## src/rtl/fetch_if.sv

```systemverilog
// Fetch-stage bus: write-back PC load, instruction-memory read handshake,
// and the decode-side valid/ack handshake, plus status flags.
interface fetch_if;
  logic [31:0] pc_wd_i;
  logic        pc_load_i;
  logic [31:0] mem_addr_o;
  logic        mem_rd_o;
  logic        mem_ready_i;
  logic [31:0] mem_data_i;
  logic [31:0] ir_o;
  logic [31:0] pc_o;
  logic        ir_valid_o;
  logic        ir_ack_i;
  logic        busy_o;
  logic        fault_o;

  // The fetch unit itself.
  modport master (
    input  pc_wd_i, pc_load_i, mem_ready_i, mem_data_i, ir_ack_i,
    output mem_addr_o, mem_rd_o, ir_o, pc_o, ir_valid_o, busy_o, fault_o
  );

  // Write-back, memory and decode as seen from outside the fetch unit.
  modport slave (
    output pc_wd_i, pc_load_i, mem_ready_i, mem_data_i, ir_ack_i,
    input  mem_addr_o, mem_rd_o, ir_o, pc_o, ir_valid_o, busy_o, fault_o
  );
endinterface

```

## src/rtl/fetch.sv

```systemverilog
// Instruction-fetch reader: one outstanding memory read, a one-entry pending-PC
// slot for loads that arrive mid-fetch, and a sticky fault state for bad PCs/time-outs.
module fetch #(
  parameter logic [31:0] RESET_PC = 32'h0000_0000,
  parameter int unsigned TIMEOUT  = 16
) (
  input  logic    clk,
  input  logic    reset,
  fetch_if.master bus
);

  localparam int unsigned TW = $clog2(TIMEOUT) + 1;
  localparam logic [TW-1:0] TMO_LAST = TW'(TIMEOUT - 1);

  typedef enum logic [1:0] {IDLE, REQ, HOLD, FAULT} state_e;

  state_e        state_q,    state_d;
  logic [31:0]   addr_q,     addr_d;
  logic          pend_q,     pend_d;
  logic [31:0]   pend_pc_q,  pend_pc_d;
  logic [TW-1:0] tmo_cnt_q,  tmo_cnt_d;
  logic [31:0]   ir_q,       ir_d;
  logic [31:0]   pc_q,       pc_d;
  logic          ir_valid_q, ir_valid_d;
  logic          fault_q,    fault_d;

  logic misaligned;
  assign misaligned = (addr_q[1:0] != 2'b00);

  // While reset is held the request is masked so memory never sees a read
  // for a fetch that is about to be restarted.
  assign bus.mem_addr_o = addr_q;
  assign bus.mem_rd_o   = (state_q == REQ) & ~misaligned & ~reset;
  assign bus.busy_o     = (state_q == REQ) & ~reset;
  assign bus.ir_o       = ir_q;
  assign bus.pc_o       = pc_q;
  assign bus.ir_valid_o = ir_valid_q;
  assign bus.fault_o    = fault_q;

  always_comb begin
    // NOTE: every signal gets its hold value first, so no path through the
    // case statement leaves one unassigned and infers a latch.
    state_d    = state_q;
    addr_d     = addr_q;
    pend_d     = pend_q;
    pend_pc_d  = pend_pc_q;
    tmo_cnt_d  = tmo_cnt_q;
    ir_d       = ir_q;
    pc_d       = pc_q;
    ir_valid_d = ir_valid_q;
    fault_d    = fault_q;

    unique case (state_q)
      IDLE: begin
        if (bus.pc_load_i) begin
          addr_d  = bus.pc_wd_i;
          state_d = REQ;
        end
      end

      REQ: begin
        // A load during a fetch is parked; the in-flight read still completes.
        if (bus.pc_load_i) begin
          pend_d    = 1'b1;
          pend_pc_d = bus.pc_wd_i;
        end
        if (misaligned) begin
          state_d = FAULT;
          fault_d = 1'b1;
        end else if (bus.mem_ready_i) begin
          ir_d       = bus.mem_data_i;
          pc_d       = addr_q;
          ir_valid_d = 1'b1;
          tmo_cnt_d  = '0;
          state_d    = HOLD;
        end else if (tmo_cnt_q == TMO_LAST) begin
          tmo_cnt_d = '0;
          fault_d   = 1'b1;
          state_d   = FAULT;
        end else begin
          tmo_cnt_d = tmo_cnt_q + TW'(1);
        end
      end

      HOLD: begin
        if (bus.ir_ack_i) begin
          ir_valid_d = 1'b0;
          if (bus.pc_load_i) begin
            addr_d  = bus.pc_wd_i;
            pend_d  = 1'b0;
            state_d = REQ;
          end else if (pend_q) begin
            addr_d  = pend_pc_q;
            pend_d  = 1'b0;
            state_d = REQ;
          end else begin
            state_d = IDLE;
          end
        end else if (bus.pc_load_i) begin
          pend_d    = 1'b1;
          pend_pc_d = bus.pc_wd_i;
        end
      end

      FAULT: begin
        pend_d = 1'b0;
        if (bus.pc_load_i) begin
          addr_d  = bus.pc_wd_i;
          fault_d = 1'b0;
          state_d = REQ;
        end
      end

      default: state_d = IDLE;
    endcase
  end

  always_ff @(posedge clk) begin
    // NOTE: state registers use non-blocking assignments so every flop samples
    // the pre-edge values; reset is synchronous and overrides the next-state logic.
    if (reset) begin
      state_q    <= REQ;
      addr_q     <= RESET_PC;
      pend_q     <= 1'b0;
      pend_pc_q  <= '0;
      tmo_cnt_q  <= '0;
      ir_q       <= '0;
      pc_q       <= '0;
      ir_valid_q <= 1'b0;
      fault_q    <= 1'b0;
    end else begin
      state_q    <= state_d;
      addr_q     <= addr_d;
      pend_q     <= pend_d;
      pend_pc_q  <= pend_pc_d;
      tmo_cnt_q  <= tmo_cnt_d;
      ir_q       <= ir_d;
      pc_q       <= pc_d;
      ir_valid_q <= ir_valid_d;
      fault_q    <= fault_d;
    end
  end

endmodule
```

## src/flat_wrapper.sv

```systemverilog
// flat-port wrapper written by rule: the top's interface ports become plain ports
module fetch_flat 
#(
  parameter logic [31:0] RESET_PC = 32'h0000_0000,
  parameter int unsigned TIMEOUT  = 16
)
  (clk, reset, bus_pc_wd_i, bus_pc_load_i, bus_mem_ready_i, bus_mem_data_i, bus_ir_ack_i, bus_mem_addr_o, bus_mem_rd_o, bus_ir_o, bus_pc_o, bus_ir_valid_o, bus_busy_o, bus_fault_o);
  fetch_if bus_i ();
  input  logic clk;
  input  logic reset;
  input wire logic [$bits(bus_i.pc_wd_i)-1:0] bus_pc_wd_i;
  input wire logic [$bits(bus_i.pc_load_i)-1:0] bus_pc_load_i;
  input wire logic [$bits(bus_i.mem_ready_i)-1:0] bus_mem_ready_i;
  input wire logic [$bits(bus_i.mem_data_i)-1:0] bus_mem_data_i;
  input wire logic [$bits(bus_i.ir_ack_i)-1:0] bus_ir_ack_i;
  output wire logic [$bits(bus_i.mem_addr_o)-1:0] bus_mem_addr_o;
  output wire logic [$bits(bus_i.mem_rd_o)-1:0] bus_mem_rd_o;
  output wire logic [$bits(bus_i.ir_o)-1:0] bus_ir_o;
  output wire logic [$bits(bus_i.pc_o)-1:0] bus_pc_o;
  output wire logic [$bits(bus_i.ir_valid_o)-1:0] bus_ir_valid_o;
  output wire logic [$bits(bus_i.busy_o)-1:0] bus_busy_o;
  output wire logic [$bits(bus_i.fault_o)-1:0] bus_fault_o;
  assign bus_i.pc_wd_i = bus_pc_wd_i;
  assign bus_i.pc_load_i = bus_pc_load_i;
  assign bus_i.mem_ready_i = bus_mem_ready_i;
  assign bus_i.mem_data_i = bus_mem_data_i;
  assign bus_i.ir_ack_i = bus_ir_ack_i;
  assign bus_mem_addr_o = bus_i.mem_addr_o;
  assign bus_mem_rd_o = bus_i.mem_rd_o;
  assign bus_ir_o = bus_i.ir_o;
  assign bus_pc_o = bus_i.pc_o;
  assign bus_ir_valid_o = bus_i.ir_valid_o;
  assign bus_busy_o = bus_i.busy_o;
  assign bus_fault_o = bus_i.fault_o;
  fetch #(.RESET_PC(RESET_PC), .TIMEOUT(TIMEOUT)) u_core (.clk(clk), .reset(reset), .bus(bus_i));
endmodule
```

## config.mk

```make
export PLATFORM = sky130hd
export DESIGN_NAME = fetch_flat
export DESIGN_NICKNAME = d
export VERILOG_FILES = /design/src/rtl/fetch_if.sv /design/src/rtl/fetch.sv /design/src/flat_wrapper.sv
export SDC_FILE = /design/constraint.sdc
export NUM_CORES = 1
export LEC_CHECK = 0
export BUFFER_PORTS_ARGS = -buffer_cell sky130_fd_sc_hd__buf_2
export CAP_MARGIN = 10
export CORE_MARGIN = 2
export CORE_UTILIZATION = 30
export DETAILED_ROUTE_END_ITERATION = 10
export SLEW_MARGIN = 20
export SYNTH_ARGS = -nofsm -noshare
export SYNTH_HDL_FRONTEND = slang
export SYNTH_SLANG_ARGS = --single-unit
```

## constraint.sdc

```tcl
create_clock -name clk -period 1.9 [get_ports clk]
set_input_delay 0.285 -clock clk [delete_from_list [all_inputs] [get_ports clk]]
set_output_delay 0.285 -clock clk [all_outputs]
set_load 0.02 [all_outputs]
```

=== After elaboration in Yosys (flattened, before gate mapping) ===
Index checks and enable logic that the tools add are counted.

* Flip-flop bits (word level): 138
* Input bits: 69
* Output and inout bits: 100
* Logic and storage cells: 73

* $add $sub $neg: 1
* Equal/unequal tests: 14
* Multiplexer cells: 30
* Bitwise logic cells: 5
* Reduce and logical (&&, ||, !) cells: 14

{| class="wikitable"
|+ Operators by type and width
! cell !! count
|-
| 2-to-1 mux 32 bit || 6
|-
| one-hot mux 32 bit (2 select lines) || 2
|-
| 2-to-1 mux 2 bit || 6
|-
| AND reduction 4 bit || 3
|-
| 2-to-1 mux 1 bit || 10
|-
| 2-to-1 mux 5 bit || 2
|-
| inequality test 2 bit (second input constant) || 5
|-
| inequality test 3 x 2 -> 1 bit (second input constant) || 3
|-
| nonzero test 2 bit || 4
|-
| one-hot mux 2 bit (3 select lines) || 1
|-
| AND reduction 3 bit || 2
|-
| adder 5 x 1 -> 5 bit (second input constant) || 1
|-
| == test 5 x 4 -> 1 bit (second input constant) || 1
|-
| == test 2 bit (second input constant) || 2
|-
| inequality test 4 x 3 -> 1 bit (second input constant) || 1
|-
| one-hot mux 1 bit (2 select lines) || 2
|-
| AND reduction 2 bit || 2
|-
| bitwise AND 1 bit || 3
|-
| one-hot mux 1 bit (3 select lines) || 1
|-
| nonzero test 3 bit || 1
|-
| == test 2 x 1 -> 1 bit (second input constant) || 1
|-
| zero test 2 bit || 1
|-
| inequality test 2 x 1 -> 1 bit (second input constant) || 1
|-
| inverter 1 bit || 2
|-
| OR reduction 2 bit || 1
|}

=== Logic depth before layout (Yosys ltp) ===
* Word-level depth: 5
* Depth in mapped cells: 9

=== Least setup slack after synthesis ===
Ideal clock, no wire load.

* Path type: register to register
* Start point: reg u_core.state_q[0]
* End point: reg u_core.addr_q[10], in the netlist u_core.bus.mem_addr_o[10]
* Setup time: 81 ps
* Data arrival time: 1,731 ps
* Slack: 88 ps
* Cell stages (with the launch flop): 10
* Buffers on the path: 3
* Path through: dfxtp_1 -> inv_1 -> ha_1 -> and2_4 -> and3_1 -> buf_2 -> or2_1 -> buf_6 -> buf_6 -> a211oi_2

* Word-level cells in the longest chain between the ends: 4

{| class="wikitable"
|+ Ends and longest elaborated chain
! element !! line !! text
|-
| from (decl) || fetch.sv:17 || <nowiki>state_e state_q, state_d;</nowiki>
|-
| from (signal assigned) || fetch.sv:132 || <nowiki>state_q <= state_d;</nowiki>
|-
| == test 2 bit or zero test 2 bit (tied branches) || fetch.sv:53 || <nowiki>unique case (state_q)</nowiki>
|-
| OR reduction 2 bit (no line) || -- ||
|-
| inequality test 2 x 1 -> 1 bit (no line) or nonzero test 2 bit (tied branches) || -- ||
|-
| AND reduction 4 bit (no line) || -- ||
|-
| to (signal assigned) || fetch.sv:133 || <nowiki>addr_q <= addr_d;</nowiki>
|-
| to (decl) || fetch.sv:18 || <nowiki>logic [31:0] addr_q, addr_d;</nowiki>
|}

Several ways; a longest one is shown, not always the timed one.
A chain may end at the register's enable or synchronous reset.

=== Final worst setup path ===
* Start point: reg u_core.state_q[1]
* End point: out bus_mem_rd_o

* Word-level cells in the longest chain between the ends: 3

{| class="wikitable"
|+ Ends and longest elaborated chain
! element !! line !! text
|-
| == test 2 x 1 -> 1 bit || fetch.sv:33 || <nowiki>assign bus.mem_rd_o = (state_q == REQ) & ~misaligned & ~reset;</nowiki>
|-
| bitwise AND 1 bit (2 in series) || fetch.sv:33 ||
|-
| to (decl) || flat_wrapper.sv:17 || <nowiki>output wire logic [$bits(bus_i.mem_rd_o)-1:0] bus_mem_rd_o;</nowiki>
|}

Every way passes these cells.

==> flow_summary.json <==
{
  "fin_setup_tns_ns": 0,
  "fmax_ghz": 0.532,
  "setup_violations": 0,
  "start_util_pct": 30.7,
  "fin_crit_sh_pct": 98.9,
  "post_drt_via_cell_ratio": 4.56,
  "diodes": 0,
  "dieArea_um2": 20400,
  "h-tree-depth": 4,
  "ys_top_cells_by_count": "nand2_1, dfxtp_1, a21oi_1",
  "drt-pass1-iter-count": 4,
  "synth.cell_area_um2": 5780,
  "drc_errors": 0,
  "total_power_w": 0.0123,
  "wirelength_um": 15100,
  "yosysSeqAreaShare_pct": 47.8,
  "clk_pin_slew_ns": 0.06,
  "clockBufferDepth": 2,
  "cp-start-kind": "register",
  "grt_usage_pct": 14.9,
  "min_period_ns": 1.88,
  "gp_congestion": 0.765,
  "finalHoldViolCount": 0,
  "hp-class": "in -> reg",
  "finClkSkew_ns": 0.0124,
  "io_buffers": 168,
  "post-place-ws_ns": -0.0595,
  "async_flop_share_pct": 0,
  "min-delay-start": "bus_mem_data_i[31]",
  "netlist_top_cells_area": "dfxtp_1, nand2_1, a211oi_2, a21oi_2, mux2i_1",
  "drv_slew": 0,
  "startpoint": "u_core.state_q[1]",
  "synth_top_area_share_pct": 47.8,
  "overflow": 0,
  "drive_gt1_share_pct": 40.4,
  "syn_avg_cell_area_um2": 9.04,
  "synth_top_cell_by_area": "dfxtp_1",
  "cts_tree": "done",
  "antenna_found_initial": 0,
  "met2_usage_pct": 24.3,
  "die_h_um": 143,
  "path_cells": "inv_2 -> ha_4 -> or3b_4 -> nor2_4 -> buf_6",
  "syn_nets": 713,
  "cpPeakStageDelay_ns": 0.42,
  "r2r_setup_slack_ns": 0.10,
  "synthCells": 639,
  "core_area_um2": 18800,
  "cp_slowest_cell": "or3b_4",
  "final_area_um2": 7590,
  "cp_data_required_time_ns": 1.62,
  "synth_edf_count": 0,
  "use_met1_pct": 19.4,
  "synth.distinct_cells": 41,
  "utilization_pct": 40.3,
  "synth_flop_cell": "dfxtp_1",
  "slew_headroom_pct": 65.7,
  "fillers": 1871,
  "nets": 878,
  "num_io_pins": 169,
  "total_leakage_power_nw": 3.20,
  "grtUsageMet3_pct": 3.89,
  "critPathArrivalTime_ns": 1.59,
  "worst-path-max-fanout": 5,
  "cts_root_buf": "clkbuf_16",
  "tritoncts.num_buffers": 17,
  "vdd_ir_drop_max_uv": 628,
  "yosys_warnings": 0,
  "rows": 50,
  "rsz0062_at_grt": "yes",
  "p_per_area_nw_per_um2": 1620,
  "drv_cap": 0,
  "hpwlAfterDp_um": 9850,
  "drt-initial-drc-count": 192,
  "numClockSinks": 138,
  "grt_pass1_wl_um": 24000,
  "dpl_cell_area_um2": 6990,
  "fp.dieW_um": 143,
  "grt_max_degree": 47,
  "yosysMostFrequentCell": "nand2_1",
  "grt_pass1_vias": 4678,
  "wl_per_cell_um": 14.1,
  "via_count": 4915,
  "antenna_left": 0,
  "fin_ws_ns": 0.0207,
  "r2r_start": "u_core.state_q[1]",
  "syn_to_final_growth_pct": 31.4,
  "max_slew.worst_pin.slew_ns": 0.514,
  "end_kind": "output port",
  "ys_ff_latch": 138,
  "insertion_delay_ns": 0.42,
  "critical_path_class": "reg -> out",
  "outcome": "finished, final reports clean",
  "busiest_layer": "met2"
}
final cells by class:
type | count | area (um2) | share of cell area, %
Inverter | 7 | 26.3 | 0.346
Timing Repair Buffer | 197 | 1240 | 16.4
Clock inverter | 9 | 51.3 | 0.675
Multi-Input combinational cell | 443 | 2730 | 36.0
Sequential cell | 138 | 2770 | 36.4
Tap cell | 260 | 325 | 4.28
Clock buffer | 23 | 448 | 5.90
final timing paths:
check / endpoint / depth (start not counted)
hold / removal: u_core.bus.ir_o[31] / 3
setup / recovery: bus_mem_rd_o / 5
setup reg to reg: u_core.bus.mem_addr_o[15] / 8
hold reg to reg: u_core.bus.ir_o[1] / 2
cell families after synthesis:
family                   Yosys count  synth area share (%)
AO/OA/AOI/OAI                    147                  19.8
adder cells (fa/ha/maj)            5                  1.08
buffers and inverters             59                  5.87
flip-flops                       138                  47.8
multiplexers                      32                  5.54
AND/OR/NAND/NOR                  258                  19.9
flip-flops by register name, summed over array words and instances, names as in the netlist:
signal,cells
u_core.bus.ir_o,32
u_core.bus.fault_o,1
u_core.bus.mem_addr_o,32
u_core.pend_q,1
u_core.bus.pc_o,32
u_core.tmo_cnt_q,5
u_core.bus.ir_valid_o,1
u_core.state_q,2
u_core.pend_pc_q,32
where the power goes:
part	switching, W	leakage [nW]	internal [W]
Clock	0.00123	0.248	0.00165
Sequential	0.000433	1.13	0.00358
Combinational	0.00321	1.83	0.00222
Total	0.00487	3.20	0.00746
per-stage QoR:
| step | hold slack (ns) | std cells |
|---|---|---|
| after global placement | 0.438 | 1039 |
| final | 0.0989 | 1077 |
| after detailed placement | 0.443 | 1039 |
| after global routing | 0.0927 | 1077 |
| after floorplan | 0.412 | 639 |
| after CTS | 0.0832 | 1074 |
cell usage in the layout (no fill, tap or decap), drive strengths merged, types with 2 or more instances in the layout:
| cell | instances |
|---|---|
| nor3b | 4 |
| nand2 | 192 |
| mux2i | 32 |
| clkinv | 8 |
| o21ai | 5 |
| clkbuf | 23 |
| buf | 197 |
| ha | 5 |
| a211oi | 32 |
| a221oi | 2 |
| a21oi | 102 |
| a31oi | 2 |
| and3 | 3 |
| nand2b | 3 |
| nand3b | 2 |
| nor2 | 12 |
| dfxtp | 138 |
| inv | 7 |
| nor3 | 35 |
critical path: cells and delay by family, from the launching register on:
kind	cells	cell delay (ns)
buf+inv	2	0.19
flops	1	0.33
fa+ha+maj	1	0.15
simple gates	2	0.51
per-layer routing:
metal | vias up | wire (um)
li1 | 2500 | -
met1 | 2281 | 7370
met2 | 123 | 6890
met3 | 11 | 725
met4 | 0 | 161
met5 | - | 0
repair_timing:
| item | in CTS | in global routing |
|---|---|---|
| gates resized for setup | 11 | 6 |
| gates cloned | 1 | 0 |
| setup endpoints to repair | 42 | 32 |
| hold buffers | 0 | 0 |
| buffers inserted | 3 | 3 |
| hold endpoints to repair | 0 | 0 |
(Power assumes the default switching activity.)
